===== src/rtl/serial_negate_ctrl_if.sv =====
// Operand/result handshake bundle for serial_negate_ctrl.
// Ports: in_valid/in_ready/in_data, out_valid/out_ready/out_data.
interface serial_negate_ctrl_if #(
  parameter int WIDTH = 8
);
  logic             in_valid;
  logic             in_ready;
  logic [WIDTH-1:0] in_data;
  logic             out_valid;
  logic             out_ready;
  logic [WIDTH-1:0] out_data;

  modport master (
    output in_valid,
    output in_data,
    output out_ready,
    input  in_ready,
    input  out_valid,
    input  out_data
  );

  modport slave (
    input  in_valid,
    input  in_data,
    input  out_ready,
    output in_ready,
    output out_valid,
    output out_data
  );
endinterface


===== src/rtl/serial_negate_ctrl.sv =====
// Serial two's-complement negator, one bit per clock, LSB first.
// Ports: clk, areset (async, active-high), bus (slave), busy, ovf.
// Optional: define SNEG_OVF_FLAG_EN to add the ovf output.
module serial_negate_ctrl #(
  parameter int WIDTH = 8
) (
  input  logic                  clk,
  input  logic                  areset,
  serial_negate_ctrl_if.slave   bus,
`ifdef SNEG_OVF_FLAG_EN
  output logic                  ovf,
`endif
  output logic                  busy
);

  localparam int CW = $clog2(WIDTH) + 1;
  localparam logic [CW-1:0] LAST = CW'(WIDTH - 1);
  localparam logic [WIDTH-1:0] MIN_NEG = {1'b1, {(WIDTH-1){1'b0}}};

  typedef enum logic [1:0] {
    IDLE  = 2'd0,
    SHIFT = 2'd1,
    DONE  = 2'd2
  } state_t;

  state_t           state_q, state_d;
  logic [WIDTH-1:0] sh_q, sh_d;
  logic [WIDTH-1:0] res_q, res_d;
  logic [CW-1:0]    cnt_q, cnt_d;
  logic             seen_q, seen_d;
  logic             rbit;
`ifdef SNEG_OVF_FLAG_EN
  logic             ovf_q, ovf_d;
`endif

  always_ff @(posedge clk or posedge areset) begin
    if (areset) begin
      state_q <= IDLE;
      sh_q    <= '0;
      res_q   <= '0;
      cnt_q   <= '0;
      seen_q  <= 1'b0;
`ifdef SNEG_OVF_FLAG_EN
      ovf_q   <= 1'b0;
`endif
    end else begin
      state_q <= state_d;
      sh_q    <= sh_d;
      res_q   <= res_d;
      cnt_q   <= cnt_d;
      seen_q  <= seen_d;
`ifdef SNEG_OVF_FLAG_EN
      ovf_q   <= ovf_d;
`endif
    end
  end

  // Bits below the first 1 pass through; every bit after it inverts.
  assign rbit = sh_q[0] ^ seen_q;

  always_comb begin
    state_d = state_q;
    sh_d    = sh_q;
    res_d   = res_q;
    cnt_d   = cnt_q;
    seen_d  = seen_q;
`ifdef SNEG_OVF_FLAG_EN
    ovf_d   = ovf_q;
`endif
    unique case (state_q)
      IDLE: begin
        if (bus.in_valid) begin
          state_d = SHIFT;
          sh_d    = bus.in_data;
          res_d   = '0;
          cnt_d   = '0;
          seen_d  = 1'b0;
`ifdef SNEG_OVF_FLAG_EN
          ovf_d   = (bus.in_data == MIN_NEG);
`endif
        end
      end
      SHIFT: begin
        sh_d   = {1'b0, sh_q[WIDTH-1:1]};
        res_d  = {rbit, res_q[WIDTH-1:1]};
        seen_d = seen_q | sh_q[0];
        cnt_d  = cnt_q + 1'b1;
        if (cnt_q == LAST) begin
          state_d = DONE;
        end
      end
      DONE: begin
        if (bus.out_ready) begin
          if (bus.in_valid) begin
            // Result leaves and next operand lands on the same edge.
            state_d = SHIFT;
            sh_d    = bus.in_data;
            res_d   = '0;
            cnt_d   = '0;
            seen_d  = 1'b0;
`ifdef SNEG_OVF_FLAG_EN
            ovf_d   = (bus.in_data == MIN_NEG);
`endif
          end else begin
            state_d = IDLE;
          end
        end
      end
      default: begin
        state_d = IDLE;
      end
    endcase
  end

  assign busy          = (state_q != IDLE);
  assign bus.out_valid = (state_q == DONE);
  assign bus.out_data  = (state_q == DONE) ? res_q : '0;
  assign bus.in_ready  = (state_q == IDLE) |
                         ((state_q == DONE) & bus.out_ready);
`ifdef SNEG_OVF_FLAG_EN
  assign ovf           = (state_q == DONE) & ovf_q;
`endif

endmodule


===== src/flat_wrapper.sv =====
// flat-port wrapper written by rule: the top's interface ports become plain ports
module serial_negate_ctrl_flat 
#(
  parameter int WIDTH = 8
)
  (clk, areset, busy, bus_in_valid, bus_in_data, bus_out_ready, bus_in_ready, bus_out_valid, bus_out_data);
  serial_negate_ctrl_if #(.WIDTH(WIDTH)) bus_i ();
  input  logic clk;
  input  logic areset;
  output logic busy;
  input wire logic [$bits(bus_i.in_valid)-1:0] bus_in_valid;
  input wire logic [$bits(bus_i.in_data)-1:0] bus_in_data;
  input wire logic [$bits(bus_i.out_ready)-1:0] bus_out_ready;
  output wire logic [$bits(bus_i.in_ready)-1:0] bus_in_ready;
  output wire logic [$bits(bus_i.out_valid)-1:0] bus_out_valid;
  output wire logic [$bits(bus_i.out_data)-1:0] bus_out_data;
  assign bus_i.in_valid = bus_in_valid;
  assign bus_i.in_data = bus_in_data;
  assign bus_i.out_ready = bus_out_ready;
  assign bus_in_ready = bus_i.in_ready;
  assign bus_out_valid = bus_i.out_valid;
  assign bus_out_data = bus_i.out_data;
  serial_negate_ctrl #(.WIDTH(WIDTH)) u_core (.clk(clk), .areset(areset), .bus(bus_i), .busy(busy));
endmodule

===== config.mk =====
export PLATFORM = sky130hd
export DESIGN_NAME = serial_negate_ctrl_flat
export DESIGN_NICKNAME = d
export VERILOG_FILES = /design/src/rtl/serial_negate_ctrl_if.sv /design/src/rtl/serial_negate_ctrl.sv /design/src/flat_wrapper.sv
export SDC_FILE = /design/constraint.sdc
export NUM_CORES = 1
export LEC_CHECK = 0
export ABC_CLOCK_PERIOD_IN_PS = 4600
export CAP_MARGIN = 25
export CELL_PAD_IN_SITES_DETAIL_PLACEMENT = 1
export CELL_PAD_IN_SITES_GLOBAL_PLACEMENT = 2
export CORE_ASPECT_RATIO = 0.6
export CORE_MARGIN = 5
export CORE_UTILIZATION = 36
export DETAILED_ROUTE_END_ITERATION = 16
export GPL_TIMING_DRIVEN = 0
export PLACE_DENSITY = 0.78
export SKIP_LAST_GASP = 1
export SLEW_MARGIN = 20
export SYNTH_ARGS = -nofsm -noshare
export SYNTH_HDL_FRONTEND = slang
export SYNTH_SLANG_ARGS = --single-unit

===== constraint.sdc =====
create_clock -name clk -period 4.6 [get_ports clk]
set_clock_uncertainty 0.05 [all_clocks]
set_input_delay 1.15 -clock clk [delete_from_list [all_inputs] [get_ports clk]]
set_output_delay 1.15 -clock clk [all_outputs]
set_load 0.02 [all_outputs]

==> impl_results.md <==
- Status: finished, final reports clean
- Ratio of cells with drive above 1 in the final layout: 22.31%
- Initial antenna violation count: 0
- Netlist Area Pre-Place: 1210 sq um
- Syn Nets: 108
- Peak VDD IR: 0.2255 mV
- Post-route ant nets: 0
- Final #Nets: 136
- H-tree Lvls: 1
- Grt ovf: 0
- Max-Cap Viols: 0
- FF-to-FF End: u_core.sh_q[1]
- Crit path to: bus_in_ready
- Routability Congestion: 0.6972
- Post-Route WL: 2768 um
- Worst-Skew Late Latency: 0.26 ns
- Synth area leaders: dfrtp_1, mux2_4, a22o_1
- Crit Path Max Fanout: 4
- Number of global-route vias before repair: 912
- Die area: 4658 sq um
- Final setup violation count: 0
- Postcts setup bufs: 0
- Initial cell density of the core: 37.31%
- Floorplan Core Area: 3243 sq um
- CP Capture Type: output port
- Clk slew on worst S/H paths: 0.08 ns
- # fillers: 351
- Post-synthesis sequential area ratio: 47.57%
- Placed cells: 161
- Worst R2R Setup Slack: 2.97 ns
- CTS resizes: 0
- Reg2Reg Depth: 4
- CTS Buf Count: 3
- Rows: 16
- Worst Max-Slew Pin Slew: 0.4153 ns
- WS Path Type: in -> out
- Hold Vio Cnt, Final: 0
- Longest Clk Path Bufs: 2
- Hold crit path type: reg -> reg
- Worst path arrival time: 2.70 ns
- First-pass GRT wire length: 4636 um
- Remaining DRCs: 0
- Post-layout min period: 3.897 ns
- Critical path origin: bus_out_ready
- 1st-iter DRT viols: 43
- Synth Register Bits: 23
- Post-Layout Cell Count: 166
- FF-to-FF Start: u_core.state_q[0]
- Clock root buffer: clkbuf_8
- DP HPWL: 1946 um
- Netlist cell types: 26
- Die width: 84.84 um
- Crit share post-route: 84.71%
- CTS Hold Bufs: 0
- Mapped Cells: 94
- Slew margin rel.: 72.31%
- Layout area overhead: 27.82%
- Inserted Diodes: 0
- Wire per inst: 16.67 um
- Die Span Y: 54.91 um
- Final Core Density: 47.69%
- RSZ-0062 raised after global routing: no
- Leakage: 0.7216 nW
- Total number of yosys warnings: 0
- Largest net degree at the start of global routing: 24
- Synth area leader: dfrtp_1
- PD cells: 587.4 nW/um^2
- # clock sinks: 23
- Final Slew Violations: 0
- F_max: 256.6 MHz
- CP Launch Type: input pin
- Share of the synthesized area in the top cell type: 47.57%
- Setup TNS: 0 ns
- Syn avg cell area: 12.87 sq um
- Total number of vias: 815
- CTS tree: done
- Port bufs: 22
- Vias/cell: 4.910
- GRT Total Usage: 13.00%
- Drt pass-1 iters: 4
- Boundary Pins: 23
- Critical path data required time: 3.40 ns
registers in the layout, indices dropped and copies added (netlist names):
signal,count
u_core.state_q,2
u_core.sh_q,8
u_core.seen_q,1
u_core.res_q,8
u_core.cnt_q,4
per-layer routing:
metal  vias up  global-route usage [%]  wire length (um)
li1        388                       -                 -
met1       406                   16.42              1357
met2        19                   21.82              1247
met3         2                   4.586               144
met4         0                   3.158                19
met5         -                       0                 0
report_power, final:
group / internal (mW) / leakage [nW] / switching (mW)
Clock: 0.0618 / 0.0228 / 0.0631
Combinational: 0.251 / 0.409 / 0.182
Sequential: 0.291 / 0.290 / 0.0596
Total: 0.604 / 0.722 / 0.305
cell usage in the layout, fill, tap and decap left out, drive strengths merged, types with 2 or more instances in the layout:
cell type | synthesis | routed
nand2b | 2 | 2
buf | 4 | 5
o31ai | 3 | 3
clkbuf | 2 | 6
and2 | 8 | 8
ha | 2 | 2
mux2i | 4 | 4
a211oi | 2 | 2
dfrtp | 23 | 23
inv | 7 | 7
a22o | 10 | 10
nor2b | 2 | 2
clkdlybuf4s50 | 0 | 22
mux2 | 12 | 12
nor2 | 2 | 2
synth_stat cells:
library cell,n
a21o_2,1
a22o_1,10
a211oi_1,2
inv_1,7
o21ai_0,1
nor2_1,2
mux2_4,12
or4b_2,1
o31ai_1,3
o22ai_1,1
a32o_1,1
or2_2,1
mux2i_1,4
nand2b_4,2
a21oi_4,1
nand3_1,1
buf_6,3
clkbuf_1,2
o2bb2ai_1,1
nor2b_1,2
buf_4,1
and2b_2,1
and2_1,8
and3_1,1
ha_1,2
dfrtp_1,23
logic make-up after synthesis:
logic type	after synthesis	synth area share (%)
fa+ha+maj	2	2.068
flops	23	47.57
simple gates	19	11.07
compound gates	21	14.89
mux	16	18.20
buf+inv	13	6.205
critical path, cell delays in order:
cell and delay, ns:
clkdlybuf4s50_1 0.55, nor2b_1 0.12, nor2_1 0.22, clkdlybuf4s50_1 0.66
layout make-up:
| cell class | count | area, sq um | share of cell area (%) |
|---|---|---|---|
| inverters | 7 | 26.28 | 1.699 |
| well taps | 45 | 56.30 | 3.641 |
| plain buffers | 6 | 48.80 | 3.155 |
| flip-flops and latches | 23 | 575.6 | 37.22 |
| clock buffers | 4 | 45.04 | 2.913 |
| multi-input cells | 58 | 559.3 | 36.17 |
| repair buffers | 23 | 235.2 | 15.21 |
how the worst min path moves through the flow:
| stage | from | depth (start not counted) | endpoint |
|---|---|---|---|
| 2_1_floorplan | u_core.res_q[0] | 1 | u_core.res_q[0] |
| 3_3_place_gp | u_core.res_q[0] | 1 | u_core.res_q[0] |
| 3_5_place_dp | u_core.res_q[0] | 1 | u_core.res_q[0] |
| 4_1_cts | u_core.res_q[0] | 1 | u_core.res_q[0] |
| 5_1_grt | u_core.res_q[0] | 1 | u_core.res_q[0] |
| 6_report | u_core.res_q[0] | 1 | u_core.res_q[0] |
stage by stage:
step                      setup slack [ns]  power [mW]  hold WS [ns]  area [sq um]
after global placement              0.7465      0.7659        0.4327          1486
after global routing                0.6465      0.9700        0.4797          1546
after CTS                           0.6995      0.9226        0.4609          1531
after detailed placement            0.7105      0.7873        0.4284          1486
final                               0.7032      0.9085        0.4585          1546
after floorplan                      1.847      0.6780        0.4079          1210
(Power assumes the default switching activity.)
